## config.mk

```make
export PLATFORM = sky130hd
export DESIGN_NAME = or_bus_arbiter_flat
export DESIGN_NICKNAME = d
export VERILOG_FILES = /design/src/rtl/or_bus_arbiter_if.sv /design/src/rtl/or_bus_arbiter.sv /design/src/flat_wrapper.sv
export SDC_FILE = /design/constraint.sdc
export NUM_CORES = 1
export LEC_CHECK = 0
export ABC_AREA = 1
export CAP_MARGIN = 25
export CORE_MARGIN = 2
export CORE_UTILIZATION = 36
export DETAILED_ROUTE_END_ITERATION = 12
export GPL_TIMING_DRIVEN = 0
export PLACE_DENSITY = 0.87
export SLEW_MARGIN = 10
export SYNTH_ARGS = -nofsm -noshare
export SYNTH_HDL_FRONTEND = slang
export SYNTH_SLANG_ARGS = --single-unit
```

## constraint.sdc

```tcl
create_clock -name clk -period 1.8 [get_ports clk]
set_clock_uncertainty 0.05 [all_clocks]
set_input_delay 0.36 -clock clk [delete_from_list [all_inputs] [get_ports clk]]
set_output_delay 0.36 -clock clk [all_outputs]
set_load 0.02 [all_outputs]
```

## src/rtl/or_bus_arbiter_if.sv

```systemverilog
// ----------------------------------------------------------------------------
// or_bus_arbiter_if
// Purpose : bundles the request/data/grant signals of the wired-OR bus
//           arbiter so requesters and the arbiter share one connection.
// Signals : req   - one request bit per requester
//           din   - requester i data at din[i*W +: W]
//           gnt   - registered one-hot (or zero) grant
//           valid - high while any grant is active
//           owner - index of the granted (or last granted) requester
//           Y     - OR of all data slices masked by their grant bits
// Modports: master - requester side (drives req/din, observes the bus)
//           slave  - arbiter side (observes req/din, drives grant and bus)
// ----------------------------------------------------------------------------
interface or_bus_arbiter_if #(
   parameter int NREQ = 4,
   parameter int W    = 8
);
   localparam int OWNER_W = (NREQ > 1) ? $clog2(NREQ) : 1;

   logic [NREQ-1:0]    req;
   logic [NREQ*W-1:0]  din;
   logic [NREQ-1:0]    gnt;
   logic               valid;
   logic [OWNER_W-1:0] owner;
   logic [W-1:0]       Y;

   modport master (
      output req,
      output din,
      input  gnt,
      input  valid,
      input  owner,
      input  Y
   );

   modport slave (
      input  req,
      input  din,
      output gnt,
      output valid,
      output owner,
      output Y
   );
endinterface

```

## src/rtl/or_bus_arbiter.sv

```systemverilog
// ----------------------------------------------------------------------------
// or_bus_arbiter
// Purpose : round-robin arbiter sharing one W-bit wired-OR bus between NREQ
//           requesters. A registered one-hot grant masks every data slice, so
//           Y always carries only the current owner's data (zero when idle).
// Ports   : clk - rising-edge clock
//           rst - asynchronous, active-high reset
//           bus - or_bus_arbiter_if.slave (req, din in; gnt, valid, owner, Y out)
// Params  : NREQ (2..8), W, MAX_HOLD (>=2, only used with the timeout option);
//           NREQ and W must match the connected interface instance.
// Option  : define OR_ARB_TIMEOUT_EN to build the tenure counter that forces
//           an owner off the bus after MAX_HOLD granted cycles when another
//           requester is waiting. Without it the owner keeps the bus until it
//           drops its request.
// ----------------------------------------------------------------------------
module or_bus_arbiter #(
   parameter int NREQ     = 4,
   parameter int W        = 8,
   parameter int MAX_HOLD = 8
) (
   input  logic               clk,
   input  logic               rst,
   or_bus_arbiter_if.slave    bus
);
   localparam int OWNER_W = (NREQ > 1) ? $clog2(NREQ) : 1;

   typedef enum logic [0:0] {
      IDLE = 1'b0,
      BUSY = 1'b1
   } state_t;

   state_t             state;
   logic [NREQ-1:0]    gnt_q;
   logic [OWNER_W-1:0] owner_q;
   logic [OWNER_W-1:0] ptr_q;

   logic               pick_vld;
   logic [OWNER_W-1:0] pick_idx;
   logic               force_rel;
   logic [W-1:0]       y_mux;

   // Round-robin successor of an index, wrapping at NREQ (NREQ need not be
   // a power of two).
   function automatic logic [OWNER_W-1:0] next_idx(input logic [OWNER_W-1:0] k);
      if (int'(k) >= NREQ - 1)
         return '0;
      else
         return k + 1'b1;
   endfunction

`ifdef OR_ARB_TIMEOUT_EN
   localparam int TEN_W = (MAX_HOLD > 2) ? $clog2(MAX_HOLD) : 1;
   localparam logic [TEN_W-1:0] HOLD_LAST = TEN_W'((MAX_HOLD < 2) ? 1 : MAX_HOLD - 1);

   logic [TEN_W-1:0] tenure_q;

   // Tenure counts granted cycles after the first and sticks at HOLD_LAST.
   function automatic logic [TEN_W-1:0] sat_inc(input logic [TEN_W-1:0] t);
      if (t == HOLD_LAST)
         return t;
      else
         return t + 1'b1;
   endfunction

   // Only a waiting competitor can push the owner off; a lone owner keeps
   // the bus with a saturated tenure.
   assign force_rel = (tenure_q == HOLD_LAST) && (|(bus.req & ~gnt_q));
`else
   // MAX_HOLD has no effect in this build; values below 2 are unsupported.
   if (MAX_HOLD < 2) begin : g_max_hold_unsupported
   end

   assign force_rel = 1'b0;
`endif

   // First requester in search order ptr, ptr+1, ..., wrapping mod NREQ.
   // Scanning offsets downward lets the smallest offset win last.
   always_comb begin
      int idx;
      pick_vld = 1'b0;
      pick_idx = '0;
      idx      = 0;
      for (int off = NREQ - 1; off >= 0; off--) begin
         idx = int'(ptr_q) + off;
         if (idx >= NREQ)
            idx = idx - NREQ;
         if (bus.req[idx]) begin
            pick_vld = 1'b1;
            pick_idx = OWNER_W'(idx);
         end
      end
   end

   always_ff @(posedge clk or posedge rst) begin
      if (rst) begin
         state    <= IDLE;
         gnt_q    <= '0;
         owner_q  <= '0;
         ptr_q    <= '0;
`ifdef OR_ARB_TIMEOUT_EN
         tenure_q <= '0;
`endif
      end else begin
         case (state)
            IDLE: begin
               if (pick_vld) begin
                  gnt_q    <= NREQ'(1) << pick_idx;
                  owner_q  <= pick_idx;
`ifdef OR_ARB_TIMEOUT_EN
                  tenure_q <= '0;
`endif
                  state    <= BUSY;
               end else begin
                  gnt_q <= '0;
               end
            end
            BUSY: begin
               // Releasing always passes through IDLE, which gives the
               // mandatory one-cycle bus turnaround before any new grant.
               if (!bus.req[owner_q] || force_rel) begin
                  gnt_q <= '0;
                  ptr_q <= next_idx(owner_q);
                  state <= IDLE;
               end else begin
`ifdef OR_ARB_TIMEOUT_EN
                  tenure_q <= sat_inc(tenure_q);
`endif
               end
            end
            default: begin
               gnt_q <= '0;
               state <= IDLE;
            end
         endcase
      end
   end

   // Wired-OR bus: every slice gated by its own grant bit.
   always_comb begin
      y_mux = '0;
      for (int i = 0; i < NREQ; i++)
         y_mux = y_mux | (bus.din[i*W +: W] & {W{gnt_q[i]}});
   end

   assign bus.gnt   = gnt_q;
   assign bus.valid = |gnt_q;
   assign bus.owner = owner_q;
   assign bus.Y     = y_mux;
endmodule

```

## src/flat_wrapper.sv

```systemverilog
// flat-port wrapper written by rule: the top's interface ports become plain ports
module or_bus_arbiter_flat 
#(
   parameter int NREQ     = 4,
   parameter int W        = 8,
   parameter int MAX_HOLD = 8
)
  (clk, rst, bus_req, bus_din, bus_gnt, bus_valid, bus_owner, bus_Y);
  or_bus_arbiter_if #(.NREQ(NREQ), .W(W)) bus_i ();
  input  logic clk;
  input  logic rst;
  input wire logic [$bits(bus_i.req)-1:0] bus_req;
  input wire logic [$bits(bus_i.din)-1:0] bus_din;
  output wire logic [$bits(bus_i.gnt)-1:0] bus_gnt;
  output wire logic [$bits(bus_i.valid)-1:0] bus_valid;
  output wire logic [$bits(bus_i.owner)-1:0] bus_owner;
  output wire logic [$bits(bus_i.Y)-1:0] bus_Y;
  assign bus_i.req = bus_req;
  assign bus_i.din = bus_din;
  assign bus_gnt = bus_i.gnt;
  assign bus_valid = bus_i.valid;
  assign bus_owner = bus_i.owner;
  assign bus_Y = bus_i.Y;
  or_bus_arbiter #(.NREQ(NREQ), .W(W), .MAX_HOLD(MAX_HOLD)) u_core (.clk(clk), .rst(rst), .bus(bus_i));
endmodule
```

==> flow_summary.toml, run 1 <==
[synthesis]
synthXorXnorAreaFrac = 0
synth_seq_cells = 9
synth_area_per_cell_um2 = 6.00
netlist_instances = 137
synth_fa_ha_area_frac = 0.0152
seq_area_frac_synth = 0.274
synth_top_family_by_area = "simple AND/OR/NAND/NOR gates"
ys_types = 23
syn_area_um2 = 822
synthSimpleGateAreaFrac = 0.540
syn-num-nets = 176
synth_mux_area_frac = 0
synth-compound-area-share = 0.0837
yosys_warnings = 0

[timing]
fmax_mhz = 534
whs_ns = 0.297
tightest_slew_ns = 0.346
period_minus_slack_ns = 1.87
drv_slew = 0
setup_viol = 1
finalHoldViolCount = 0
fin_crit_sh = 1.04
fin_ws_ns = -0.0737
max-slew-margin-rel = 0.769
rsz0062_at_grt = "yes"

[route]
vias_per_cell = 4.87
drt_pass1_iterations = 4
drc = 0
wl_um = 2870
wl_per_cell_um = 12.7
drt-initial-drc-count = 35
ant_nets = 0
vias = 1101

[floorplanning]
row_count = 17
die-area_um2 = 2680
core_um2 = 2190
ios = 53
die_y_um = 51.8
initial_core_util = 0.375
dieWidth_um = 51.8

[global_routing]
grt_max_degree = 11
grt_antenna_before_repair = 0
grt_pass1_wl_um = 4390
track_usage = 0.219
grt.overflow.total = 0
grt_pass1_vias = 1031

[worst_setup_path]
slowest_delay_ns = 0.51
critPathArrivalTime_ns = 1.46
cpMostUsedCell = "buf_6"
required_ns = 1.39
cp_cell_sequence = "buf_6 > or4_4 > buf_6"
start_kind = "flip-flop"
worst_setup_path_end_kind = "primary output"
slowest_stage = "or4_4"
worst-setup-path-type = "reg -> out"
cp_max_fo = 7

[final_layout]
diodes = 0
layout.cells.non_filler = 226
area_delta_synth_final_pct = 74.7
utilization = 0.656
drive_gt1_frac = 0.192
finalNetCount = 238

[cts]
clock_sinks = 9
cts_tree = "yes"
cts_htree_levels = 1
path_clk_slew_ns = 0.06
cts_root_buf = "clkbuf_4"
clock_path_buffers = 2
cts_made_buffers = 3
insertion_delay_ns = 0.27

[pwr]
p_int_mw = 1.01
clock_power_share = 0.078
seqPwrFrac = 0.178
powerDensity_nw_per_um2 = 1450
netSwitchingPower_mw = 1.08
peakVddDrop_uv = 943
p_leak_nw = 0.721
switching_share = 0.517
combPwrFrac = 0.744

[run]
maxCapViolations = 0

[outcome]
violations = "negative setup slack"
status = "complete, but fails checks"

[placement]
dp.cells = 217
hpwl_um = 2230
gp_congestion = 0.821
place_ws_ns = -0.321
numPortBuffers = 52

[min_path]
hold_path_class = "in -> async"
[metal layers]
metal,wire length (um),global-route usage,up-vias
met5,0,0,-
met4,48,0.0965,0
met3,101,0.0230,4
met2,1630,0.400,28
met1,1090,0.255,507
li1,-,-,562
[cells in the mapped netlist]
cell type / instances / area (um2)
or4_1: 1 / 7.51
dfrtp_1: 9 / 225
nor2_2: 1 / 6.26
clkbuf_1: 3 / 11.3
o31ai_1: 1 / 7.51
inv_1: 9 / 33.8
nand2_2: 7 / 43.8
a211oi_1: 1 / 7.51
nor2_1: 6 / 22.5
o21ai_0: 2 / 10.0
o21ai_2: 1 / 8.76
o21ai_1: 1 / 5.00
inv_2: 3 / 11.3
nand4_1: 10 / 62.6
buf_6: 1 / 11.3
nand3_2: 2 / 20.0
nand2_1: 67 / 251
ha_1: 1 / 12.5
a21oi_1: 2 / 10.0
buf_1: 1 / 3.75
nand3_1: 6 / 30.0
a21boi_2: 1 / 11.3
a21oi_2: 1 / 8.76
[worst max-delay path, delay by kind of cell (launching register included)]
kind / cells / cell delay [ns]
flip-flops: 1 / 0.40
buffers and inverters: 2 / 0.29
AND/OR/NAND/NOR: 1 / 0.51
[cell type report]
type | count | area (um2)
Buffer | 5 | 48.8
Clock buffer | 4 | 26.3
Fill cell | 188 | 754
Inverter | 12 | 45.0
Multi-Input combinational cell | 111 | 529
Sequential cell | 9 | 225
Tap cell | 28 | 35.0
Timing Repair Buffer | 57 | 527
[registers in the layout, summed over array words and instances (netlist names)]
signal	cells
u_core.bus.owner	2
u_core.state	1
u_core.ptr_q	2
u_core.bus.gnt	4
[cells by family after synthesis]
logic type,Yosys count
AO/OA/AOI/OAI,10
adder cells (fa/ha/maj),1
buffers and inverters,17
flip-flops,9
AND/OR/NAND/NOR,100
[placed cells by master, fill, tap and decap left out, drive strengths merged]
cell type | synthesis | final
a211oi | 1 | 1
a21oi | 3 | 3
or4 | 1 | 1
nand2 | 74 | 74
dlymetal6s2s | 0 | 1
nor2 | 7 | 7
clkbuf | 3 | 12
buf | 2 | 10
inv | 12 | 12
nand4 | 10 | 10
nand3 | 8 | 8
a21boi | 1 | 1
o31ai | 1 | 1
clkdlybuf4s50 | 0 | 42
ha | 1 | 1
clkdlybuf4s15 | 0 | 1
o21ai | 4 | 4
dfrtp | 9 | 9
[what timing repair did]
item | CTS | global route
buffers inserted | 0 | 5
setup endpoints to repair | 9 | 10
hold buffers | 0 | 0
gates resized for setup | 19 | 26
pin swaps | 0 | 1
cloned | 0 | 0
[stage by stage]
stage / area (um2) / power [mW] / TNS [ns]
finish: 1440 / 2.09 / -0.0737
global route: 1440 / 2.29 / -0.112
CTS: 1400 / 2.01 / -0.151
detailed placement: 1380 / 1.90 / -1.99
global placement: 1380 / 1.85 / -1.78
floorplan: 822 / 1.37 / 0
[path summary, 6_finish.rpt]
check                                      endpoint  cells after the start         startpoint  slack [ns]
worst min register to register  u_core.bus.owner[0]                      3       u_core.state        0.54
min in group clk                u_core.bus.owner[0]                      3       u_core.state        0.54
worst max-delay path                      bus_valid                      3  u_core.bus.gnt[0]       -0.07
worst max register to register  u_core.bus.owner[1]                      9    u_core.ptr_q[0]        0.32
worst min-delay path              u_core.bus.gnt[1]                      2                rst        0.30
max in group asynchronous           u_core.ptr_q[0]                      2                rst        1.15
[power by group through the flow]
stage	Sequential (mW)	Clock, mW	Combinational (mW)
CTS	0.367	0.165	1.48
floorplan	0.410	0	0.962
global placement	0.365	0	1.48
global route	0.382	0.177	1.73
detailed placement	0.370	0	1.53
finish	0.372	0.162	1.55
Power figures use the tool's default switching activity.
==> run 2: changes to the inputs <==
--- a/config.mk
+++ b/config.mk
@@ -6,13 +6,11 @@
 export NUM_CORES = 1
 export LEC_CHECK = 0
 export ABC_AREA = 1
-export CAP_MARGIN = 25
 export CORE_MARGIN = 2
 export CORE_UTILIZATION = 36
 export DETAILED_ROUTE_END_ITERATION = 12
 export GPL_TIMING_DRIVEN = 0
 export PLACE_DENSITY = 0.87
-export SLEW_MARGIN = 10
 export SYNTH_ARGS = -nofsm -noshare
 export SYNTH_HDL_FRONTEND = slang
 export SYNTH_SLANG_ARGS = --single-unit
==> results of run 2 <==
Final layout, timing and power as in run 1 (identical DEF).
==> run 3: changes to the inputs <==
--- a/config.mk
+++ b/config.mk
@@ -8,6 +8,7 @@
 export ABC_AREA = 1
 export CORE_MARGIN = 2
 export CORE_UTILIZATION = 36
+export CTS_CLUSTER_DIAMETER = 100
 export DETAILED_ROUTE_END_ITERATION = 12
 export GPL_TIMING_DRIVEN = 0
 export PLACE_DENSITY = 0.87
==> results of run 3 <==
Final layout, timing and power as in run 1 (identical DEF).
